## src/rtl/video_pattern_gen.sv

```systemverilog
// Raster timing generator plus test-pattern source driving a vsync/href/de/data
// video stream. Timing, channel count and sync polarity are parameters; four
// run-time patterns (bars, gradient, checker, frame-id) are selected by mode.
// Optional CRC-16-CCITT over the active pixels: define VIDEO_PATTERN_GEN_CRC_EN.
//
// state | meaning
// IDLE  | counters parked at 0,0, outputs inactive, waiting for en
// RUN   | raster counters advancing; frames end only at the last BP clock
module video_pattern_gen #(
  parameter int H_ACTIVE   = 1280,
  parameter int H_FP       = 110,
  parameter int H_SYNC     = 40,
  parameter int H_BP       = 220,
  parameter int V_ACTIVE   = 720,
  parameter int V_FP       = 5,
  parameter int V_SYNC     = 5,
  parameter int V_BP       = 20,
  parameter int CHANNELS   = 3,
  parameter int CHECK_SIZE = 32,
  parameter int SYNC_POL   = 1
) (
  input  logic                    clk,
  input  logic                    rst,
  input  logic                    en,
  input  logic [1:0]              mode,
  output logic                    video_vsync,
  output logic                    video_href,
  output logic                    video_de,
  output logic [8*CHANNELS-1:0]   video_data,
  output logic [10:0]             x_pos,
  output logic [10:0]             y_pos,
  output logic [15:0]             frame_cnt
`ifdef VIDEO_PATTERN_GEN_CRC_EN
  ,
  output logic [15:0]             crc_out,
  output logic                    crc_valid
`endif
);

  localparam int DW = 8 * CHANNELS;
  localparam logic [15:0] HA    = 16'(H_ACTIVE);
  localparam logic [15:0] VA    = 16'(V_ACTIVE);
  localparam logic [15:0] H_END = 16'(H_ACTIVE + H_FP + H_SYNC + H_BP - 1);
  localparam logic [15:0] V_END = 16'(V_ACTIVE + V_FP + V_SYNC + V_BP - 1);
  localparam logic [15:0] HS0   = 16'(H_ACTIVE + H_FP);
  localparam logic [15:0] HS1   = 16'(H_ACTIVE + H_FP + H_SYNC - 1);
  localparam logic [15:0] VS0   = 16'(V_ACTIVE + V_FP);
  localparam logic [15:0] VS1   = 16'(V_ACTIVE + V_FP + V_SYNC - 1);
  // Bar width floors at 1 so tiny rasters still decode (idx then clamps to 7).
  localparam logic [15:0] BAR_W  = 16'((H_ACTIVE / 8 < 1) ? 1 : H_ACTIVE / 8);
  localparam int          CS_LOG = $clog2(CHECK_SIZE);
  localparam logic        ACT    = (SYNC_POL != 0);

  typedef enum logic {IDLE, RUN} state_t;

  state_t        state, state_next;
  logic [15:0]   h_cnt, v_cnt;
  logic [1:0]    mode_q;
  logic          run, frame_end, de_c, href_c, vsync_c;
  logic [15:0]   bar_q;
  logic [2:0]    bar_idx;
  logic [7:0]    grad, chk;
  logic [DW-1:0] pix_c;

  // State register.
  always_ff @(posedge clk) begin
    if (rst) state <= IDLE;
    else     state <= state_next;
  end

  // Next state and raster decode of the current counter position.
  always_comb begin
    state_next = state;
    run        = (state == RUN);
    frame_end  = run && (h_cnt == H_END) && (v_cnt == V_END);
    de_c       = run && (h_cnt < HA) && (v_cnt < VA);
    href_c     = run && (h_cnt >= HS0) && (h_cnt <= HS1);
    vsync_c    = run && (v_cnt >= VS0) && (v_cnt <= VS1);
    case (state)
      IDLE:    if (en) state_next = RUN;
      RUN:     if (frame_end && !en) state_next = IDLE;
      default: state_next = IDLE;
    endcase
  end

  assign bar_q   = h_cnt / BAR_W;
  assign bar_idx = (bar_q > 16'd7) ? 3'd7 : bar_q[2:0];
  assign grad    = h_cnt[7:0] + v_cnt[7:0];
  assign chk     = (h_cnt[CS_LOG] ^ v_cnt[CS_LOG]) ? 8'hFF : 8'h00;

  // Pattern mux, one channel at a time so absent channels simply drop out.
  always_comb begin
    pix_c = '0;
    if (de_c) begin
      for (int c = 0; c < CHANNELS; c++) begin
        case (mode_q)
          2'd0: pix_c[8*c +: 8] = (c == 0) ? {8{~bar_idx[0]}} :
                                  (c == 1) ? {8{~bar_idx[2]}} :
                                  (c == 2) ? {8{~bar_idx[1]}} : 8'h00;
          2'd1: pix_c[8*c +: 8] = grad;
          2'd2: pix_c[8*c +: 8] = chk;
          default: pix_c[8*c +: 8] = (c == 0) ? h_cnt[7:0] :
                                     (c == 1) ? v_cnt[7:0] :
                                     (c == 2) ? frame_cnt[7:0] : 8'h00;
        endcase
      end
    end
  end

  // Raster counters, frame counter and frame-start mode latch.
  always_ff @(posedge clk) begin
    if (rst) begin
      h_cnt     <= '0;
      v_cnt     <= '0;
      mode_q    <= '0;
      frame_cnt <= '0;
    end else if (!run) begin
      h_cnt <= '0;
      v_cnt <= '0;
      if (en) mode_q <= mode;
    end else if (frame_end) begin
      h_cnt     <= '0;
      v_cnt     <= '0;
      frame_cnt <= frame_cnt + 16'd1;
      if (en) mode_q <= mode;
    end else if (h_cnt == H_END) begin
      h_cnt <= '0;
      v_cnt <= v_cnt + 16'd1;
    end else begin
      h_cnt <= h_cnt + 16'd1;
    end
  end

  // Registered video outputs, one clock behind the counters.
  always_ff @(posedge clk) begin
    if (rst) begin
      video_vsync <= ~ACT;
      video_href  <= ~ACT;
      video_de    <= 1'b0;
      video_data  <= '0;
      x_pos       <= '0;
      y_pos       <= '0;
    end else begin
      video_vsync <= vsync_c ? ACT : ~ACT;
      video_href  <= href_c ? ACT : ~ACT;
      video_de    <= de_c;
      video_data  <= pix_c;
      x_pos       <= de_c ? h_cnt[10:0] : 11'd0;
      y_pos       <= de_c ? v_cnt[10:0] : 11'd0;
    end
  end

`ifdef VIDEO_PATTERN_GEN_CRC_EN
  function automatic logic [15:0] crc_step(input logic [15:0] c, input logic [DW-1:0] d);
    logic [15:0] r;
    logic        fb;
    r = c;
    for (int i = DW - 1; i >= 0; i--) begin
      fb = r[15] ^ d[i];
      r  = {r[14:0], 1'b0} ^ (fb ? 16'h1021 : 16'h0000);
    end
    return r;
  endfunction

  logic [15:0] crc_acc;

  // Frame CRC: seeded while idle and at each frame end, published on the last BP clock.
  always_ff @(posedge clk) begin
    if (rst) begin
      crc_acc   <= 16'hFFFF;
      crc_out   <= '0;
      crc_valid <= 1'b0;
    end else begin
      crc_valid <= 1'b0;
      if (!run) begin
        crc_acc <= 16'hFFFF;
      end else if (frame_end) begin
        crc_out   <= crc_acc;
        crc_valid <= 1'b1;
        crc_acc   <= 16'hFFFF;
      end else if (de_c) begin
        crc_acc <= crc_step(crc_acc, pix_c);
      end
    end
  end
`endif

endmodule

```

## config.mk

```make
export PLATFORM = sky130hd
export DESIGN_NAME = video_pattern_gen
export DESIGN_NICKNAME = d
export VERILOG_FILES = /design/src/rtl/video_pattern_gen.sv
export SDC_FILE = /design/constraint.sdc
export NUM_CORES = 1
export LEC_CHECK = 0
export CORE_MARGIN = 2
export CORE_UTILIZATION = 56
export DETAILED_ROUTE_END_ITERATION = 8
export GPL_TIMING_DRIVEN = 0
export PLACE_DENSITY = 0.86
export SYNTH_ARGS = -nofsm -noshare
export SYNTH_HDL_FRONTEND = slang
export SYNTH_SLANG_ARGS = --single-unit
export TNS_END_PERCENT = 5
```

## constraint.sdc

```tcl
create_clock -name clk -period 3.2 [get_ports clk]
set_input_delay 0.64 -clock clk [delete_from_list [all_inputs] [get_ports clk]]
set_output_delay 0.64 -clock clk [all_outputs]
set_load 0.02 [all_outputs]
```

## After elaboration in Yosys (flattened, before gate mapping)

Index checks and enable logic that the tools add are counted.
Widths: inputs -> output; s select.

| cells by class | value |
|---|---|
| add/subtract/negate cells | 4 |
| divide/modulo/power cells | 1 |
| order comparisons | 7 |
| eq/ne operators | 5 |
| mux-type cells | 13 |
| bitwise gates (word level) | 6 |
| reduce and logical (&&, ||, !) cells | 15 |

Operators by type and width:

| operator | number |
|---|---|
| $pmux 8 s3 | 3 |
| $add 16x1->16 const B | 3 |
| $div 16x8->16 const B | 1 |
| $eq 16x10->1 const B | 1 |
| $eq 16x11->1 const B | 1 |
| $ge 16x10->1 const B | 1 |
| $ge 16x11->1 const B | 1 |
| $gt 16x3->1 const B | 1 |
| $le 16x10->1 const B | 1 |
| $le 16x11->1 const B | 1 |
| $lt 16x10->1 const B | 1 |
| $lt 16x11->1 const B | 1 |
| $logic_and 1x1->1 | 9 |
| $add 8x8->8 | 1 |
| $mux 8 | 1 |
| $mux 2 | 3 |
| $not 1->1 | 5 |
| $mux 1 | 4 |
| $reduce_or 4->1 | 1 |
| $mux 3 | 1 |
| $reduce_or 3->1 | 1 |
| $eq 2x1->1 const B | 1 |
| $eq 2x2->1 const B | 1 |
| $logic_not 2->1 | 1 |
| other kinds (6) | 6 |

| word-level totals | value |
|---|---|
| bits in registers | 100 |
| input bits | 5 |
| output and inout port bits | 65 |
| word-level logic and storage cells | 62 |

## Depth between registers and ports, before layout

| logic depth | value |
|---|---|
| depth after elaboration | 6 |
| mapped depth | 13 |
| gate-level depth less buffers | 12 |

## Worst setup path after synthesis

No wires, ideal clock.

| timing path | value |
|---|---|
| path type | register to register |
| start | register h_cnt[10] |
| end | register video_data[22] |
| library setup time | 0.070 ns |
| arrival | 2.739 ns |
| data required time | 3.130 ns |
| path slack | 0.391 ns |
| cell stages (with the launch flop) | 13 |
| path buffers | 1 |
| period minus slack after synthesis | 2.809 ns |
| path through | dfxtp_1 > buf_4 > nand3b_1 > a21oi_1 > o32a_4 > nor3_2 > mux2i_1 > a41oi_2 > o21ai_1 > a21o_1 > a21oi_1 > a2111o_1 > a21oi_1 |

| on the way | value |
|---|---|
| longest elaborated chain between the ends | 5 |
| elaborated cells between the ends (all ways) | 10 |
| those cells by class | div: 1; order compare: 2; mux: 2; bitwise: 2; reduce/logical: 3 |

Ends and longest elaborated chain:

| item | RTL line | source |
|---|---|---|
| start: declaration | 57 | `logic [15:0] h_cnt, v_cnt;` |
| start signal: assignment | 130 | `h_cnt <= h_cnt + 16'd1;` |
| $div 16x8->16 or $lt 16x11->1 (tied branches) | 86, 76 |  |
| $gt 16x3->1 or $logic_and 1x1->1 (tied branches) | 87, 76 |  |
| $mux 3 or $logic_and 1x1->1 (tied branches) | 87, 76 |  |
| $not 1->1 (on tied branches) | -- |  |
| $pmux 8 s3 or $reduce_or 2->1 (tied branches) | -- |  |
| end signal: assignment | 147 | `video_data <= pix_c;` |
| end: declaration | 29 | `output logic [8*CHANNELS-1:0] video_data,` |

Several ways; a longest one is shown, not always the timed one.
A chain may end at the register's enable or synchronous reset.

## Final worst setup path

| timing path | value |
|---|---|
| start | register h_cnt[10] |
| end | register video_data[5] |

| on the way | value |
|---|---|
| longest elaborated chain between the ends | 5 |
| elaborated cells between the ends (all ways) | 10 |
| those cells by class | div: 1; order compare: 2; mux: 2; bitwise: 2; reduce/logical: 3 |

Ends and longest elaborated chain:

| item | RTL line |
|---|---|
| $div 16x8->16 or $lt 16x11->1 (tied branches) | 86, 76 |
| $gt 16x3->1 or $logic_and 1x1->1 (tied branches) | 87, 76 |
| $mux 3 or $logic_and 1x1->1 (tied branches) | 87, 76 |
| $not 1->1 | -- |
| $pmux 8 s3 or $reduce_or 2->1 (tied branches) | -- |

Several ways; a longest one is shown, not always the timed one.

==> tab_implementation.tex <==
\begin{tabular}{lr}
\hline
Metric & Value \\
\hline
\multicolumn{2}{l}{\textbf{Floorplan}} \\
Chip height & 102.3 um \\
Number of top-level design ports & 70 \\
Placement Rows & 35 \\
Die ar. & 0.01046 mm2 \\
Starting density of the core & 0.5799 \\
Die outline width & 102.3 um \\
Core area & 0.009328 mm2 \\
\multicolumn{2}{l}{\textbf{Global routing}} \\
Overall fraction of global-route tracks in use & 0.2887 \\
Number of antenna violations at the first check in global routing & 0 \\
Vias in the first global route & 4851 \\
GR Overflow Total & 0 \\
First-pass GRT wire length & 23.81 mm \\
Maximum number of pins on one net before global-route repair & 19 \\
\multicolumn{2}{l}{\textbf{Worst setup path}} \\
Max FO, Critical Path & 10 \\
Critical path capture point type & flip-flop \\
R2R setup slack & 0.0004 ns \\
WS Path Type & flip-flop to flip-flop \\
R2R Path End & video\_data[5]\$\_SDFF\_PP0\_ \\
Data required time at the worst endpoint & 3.44 ns \\
Reg-to-Reg Start & h\_cnt[10]\$\_SDFF\_PP0\_ \\
Worst Reg2Reg Path Length in Cells & 14 \\
Critical path startpoint category & flip-flop \\
Data arrival time at the worst-slack endpoint & 3.44 ns \\
\multicolumn{2}{l}{\textbf{Synth}} \\
Mean instance size in the synthesized netlist & 8.233 um2 \\
Number of cells produced by synthesis & 657 \\
Async SR Flop Fraction & 0 \\
Yosys reg bits & 100 \\
Count of warnings emitted by yosys & 0 \\
Number of unique standard cell types used by synthesis & 83 \\
Ys flop type & sky130\_fd\_sc\_hd\_\_dfxtp\_1 \\
Mapped Nets & 678 \\
Number of flops mapped to enable cells by yosys & 0 \\
Sequential area share after synthesis & 0.3701 \\
Post-synthesis cell area & 0.005409 mm2 \\
\multicolumn{2}{l}{\textbf{Placed design}} \\
Post-DP HPWL & 10.79 mm \\
Routability congestion estimate & 0.9271 \\
Cell count after placement & 855 \\
Placed cell area & 0.006261 mm2 \\
Buffers added on ports & 69 \\
\multicolumn{2}{l}{\textbf{STA}} \\
Maximum clock frequency & 312.5 MHz \\
Clock tree skew after final layout & 0.01485 ns \\
Min cycle time layout & 3.200 ns \\
RSZ-0062 raised after global routing & true \\
Slew of the pin with the lowest slew margin & 0.8984 ns \\
Setup TNS Final & 0 ns \\
Setup-violating endpoint count in the final report & 0 \\
Slew Limit Headroom & 0.3960 \\
Slew Viols, Final & 0 \\
Hold violation total from the final report & 0 \\
Tcrit/Tclk final & 0.9999 \\
\multicolumn{2}{l}{\textbf{Power and ir drop}} \\
Peak VDD IR & 0.2331 mV \\
Pwr per Cell Area & 329.7 mW/mm2 \\
Leakage power total & 2.475 nW \\
\multicolumn{2}{l}{\textbf{Layout}} \\
Finished Layout Cells & 888 \\
Post-route design area & 0.006783 mm2 \\
Antenna diodes & 0 \\
Total number of nets in the final design & 776 \\
Filler Cell Count & 709 \\
Combined area of the multi-input logic cells & 0.003304 mm2 \\
Fraction of final layout cells sized beyond drive strength 1 & 0.1291 \\
Final core utilization & 0.7272 \\
Area growth from synthesis to layout & 25.40\% \\
Reg area & 0.002019 mm2 \\
\multicolumn{2}{l}{\textbf{Detailed routing}} \\
Antenna-violating nets left & 0 \\
Via density per instance & 6.078 \\
Total DRC errors in the routed layout & 0 \\
Initial DRT Pass Iterations & 5 \\
Wire per inst & 17.54 um \\
Violation count after the first detailed-routing iteration & 352 \\
Number of vias after detailed routing & 5397 \\
Post-Route WL & 15.58 mm \\
\multicolumn{2}{l}{\textbf{Clock network}} \\
CTS tree & done \\
Number of buffers between clock root and the deepest sink & 2 \\
Hold buffers post-CTS & 0 \\
Clock Root Buffer & sky130\_fd\_sc\_hd\_\_clkbuf\_8 \\
Number of H-tree branching levels & 3 \\
CTS clk-pin slew, worst paths & 0.11 ns \\
Skew-Pair Late Insertion Delay & 0.38 ns \\
Number of buffers created by CTS & 9 \\
Number of clock sinks & 100 \\
\multicolumn{2}{l}{\textbf{Min path}} \\
Path type of the worst min-delay path & flip-flop to flip-flop \\
Hold Path Sink & frame\_cnt[15]\$\_SDFFE\_PP0P\_ \\
Source of the worst hold timing path & frame\_cnt[15]\$\_SDFFE\_PP0P\_ \\
Cell count of the worst hold path & 2 \\
\multicolumn{2}{l}{\textbf{Flow run}} \\
MaxCap Viol Count & 0 \\
\multicolumn{2}{l}{\textbf{Outcome}} \\
Status & completed \\
\hline
\end{tabular}
[power by group]
group	switching (W)	internal (W)	leakage, nW	total (W)
Combinational	0.000114	0.0000750	1.56	0.000189
Clock	0.000469	0.000296	0.0941	0.000764
Sequential	0.0000128	0.00127	0.816	0.00128
[per-layer routing]
metal  vias to the layer above  part of all wire  track usage
met1                      2514              0.42       0.3942
met4                         0             0.029       0.1097
li1                       2521                 -            -
met2                       314              0.47       0.4666
met3                        48             0.079      0.03899
met5                         -                 0            0
[worst max-delay path by stage]
stage                         startpoint                         to  slack, ns
finish              h_cnt[10]$_SDFF_PP0_   video_data[5]$_SDFF_PP0_     0.0004
global route        h_cnt[11]$_SDFF_PP0_  video_data[19]$_SDFF_PP0_      -0.12
CTS                 h_cnt[13]$_SDFF_PP0_   video_data[7]$_SDFF_PP0_      -0.04
detailed placement                   rst  video_data[16]$_SDFF_PP0_      -0.27
global placement                     rst  video_data[15]$_SDFF_PP0_      -0.27
floorplan           h_cnt[10]$_SDFF_PP0_  video_data[22]$_SDFF_PP0_       0.39
[registers in the layout (all words and copies together) (netlist names)]
name / flops
frame_cnt: 16
video_href: 1
y_pos: 11
h_cnt: 16
v_cnt: 16
x_pos: 11
video_vsync: 1
mode_q: 2
video_de: 1
video_data: 24
run: 1
[layout make-up]
cell class              count  share of cell area
clock buffers               9             0.01826
inverters                  19             0.01051
plain buffers              43             0.03265
repair buffers             86              0.1206
well taps                 129             0.02380
multi-input cells         496              0.4872
flip-flops and latches    100              0.2977
clock inverters             6            0.009223
[repair_timing]
| action | 4_1_cts | 5_1_grt |
|---|---|---|
| gates resized for setup | 11 | 42 |
| pin swaps | 5 | 13 |
| setup endpoints to repair | 40 | 43 |
| buffers inserted | 3 | 14 |
| cloned | 0 | 1 |
[cell families after synthesis]
kind of cell               count (synthesis)  synth area share
AOI/OAI and AO/OA                        169            0.1996
xor gates and xnor gates                  44           0.07125
adders and majority gates                 16           0.03840
buffers and inverters                     62           0.05043
DFF                                      100            0.3701
muxes                                      6           0.01110
other                                      1         0.0006933
and+or+nand+nor                          259            0.2584
[per-stage QoR]
step | total power [W] | hold slack, ns | worst slack (ns)
3_5_place_dp | 0.001494 | 0.4945 | -0.2730
2_1_floorplan | 0.001409 | 0.4707 | 0.3908
5_1_grt | 0.002300 | 0.5264 | -0.1245
3_3_place_gp | 0.001489 | 0.4676 | -0.2670
4_1_cts | 0.002234 | 0.5097 | -0.03765
6_report | 0.002236 | 0.5010 | 0.0003886
[synthesized netlist by cell type, types with 12 or more instances]
cell                       number  area (um2)
sky130_fd_sc_hd__o21ai_0       47       235.2
sky130_fd_sc_hd__clkbuf_1      23       86.33
sky130_fd_sc_hd__nand3_1       24       120.1
sky130_fd_sc_hd__and3_1        12       75.07
sky130_fd_sc_hd__ha_1          15       187.7
sky130_fd_sc_hd__xor2_1        20       175.2
sky130_fd_sc_hd__and2_1        25       156.4
sky130_fd_sc_hd__inv_1         17       63.81
sky130_fd_sc_hd__nor3_1        17       85.08
sky130_fd_sc_hd__a21oi_1       59       295.3
sky130_fd_sc_hd__or3_1         13       81.33
sky130_fd_sc_hd__dfxtp_1      100        2002
sky130_fd_sc_hd__nand2_1       35       131.4
sky130_fd_sc_hd__nor2_1        70       262.8
sky130_fd_sc_hd__xnor2_1       24       210.2
[placed cells by master (no fill, tap or decap), types with 4 or more instances in the layout]
master and n:
sky130_fd_sc_hd__nand2_1 34, sky130_fd_sc_hd__nor3_1 17, sky130_fd_sc_hd__clkbuf_1 22, sky130_fd_sc_hd__nand4_1 11
sky130_fd_sc_hd__a21oi_1 52, sky130_fd_sc_hd__nor4_1 4, sky130_fd_sc_hd__clkinv_4 4, sky130_fd_sc_hd__clkdlybuf4s50_1 69
sky130_fd_sc_hd__xor2_1 20, sky130_fd_sc_hd__nor2b_1 4, sky130_fd_sc_hd__a21o_1 7, sky130_fd_sc_hd__xnor2_1 23
sky130_fd_sc_hd__mux2i_1 4, sky130_fd_sc_hd__buf_4 24, sky130_fd_sc_hd__and3_1 12, sky130_fd_sc_hd__and2_1 25
sky130_fd_sc_hd__clkbuf_8 9, sky130_fd_sc_hd__nor2_1 68, sky130_fd_sc_hd__ha_1 15, sky130_fd_sc_hd__dfxtp_1 94
sky130_fd_sc_hd__or3_1 13, sky130_fd_sc_hd__buf_2 5, sky130_fd_sc_hd__nand2b_1 10, sky130_fd_sc_hd__inv_1 17
sky130_fd_sc_hd__a31oi_1 5, sky130_fd_sc_hd__o21ai_0 46, sky130_fd_sc_hd__nor3b_1 4, sky130_fd_sc_hd__dfxtp_4 4
sky130_fd_sc_hd__nand3_1 24, sky130_fd_sc_hd__a21oi_2 7
[worst max-delay path: stages, from the launching register on]
cell	delay, ns
sky130_fd_sc_hd__dfxtp_4	0.38
sky130_fd_sc_hd__buf_4	0.17
sky130_fd_sc_hd__clkbuf_4	0.20
sky130_fd_sc_hd__nand4b_1	0.11
sky130_fd_sc_hd__o22ai_1	0.09
sky130_fd_sc_hd__o32a_4	0.28
sky130_fd_sc_hd__nor3_2	0.24
sky130_fd_sc_hd__mux2i_2	0.34
sky130_fd_sc_hd__buf_4	0.18
sky130_fd_sc_hd__a41oi_4	0.04
sky130_fd_sc_hd__buf_4	0.19
sky130_fd_sc_hd__a2111oi_0	0.41
sky130_fd_sc_hd__nor3_1	0.15
sky130_fd_sc_hd__nand3_4	0.18
sky130_fd_sc_hd__a21oi_1	0.09
No activity file was read; power rests on OpenSTA's default activity.
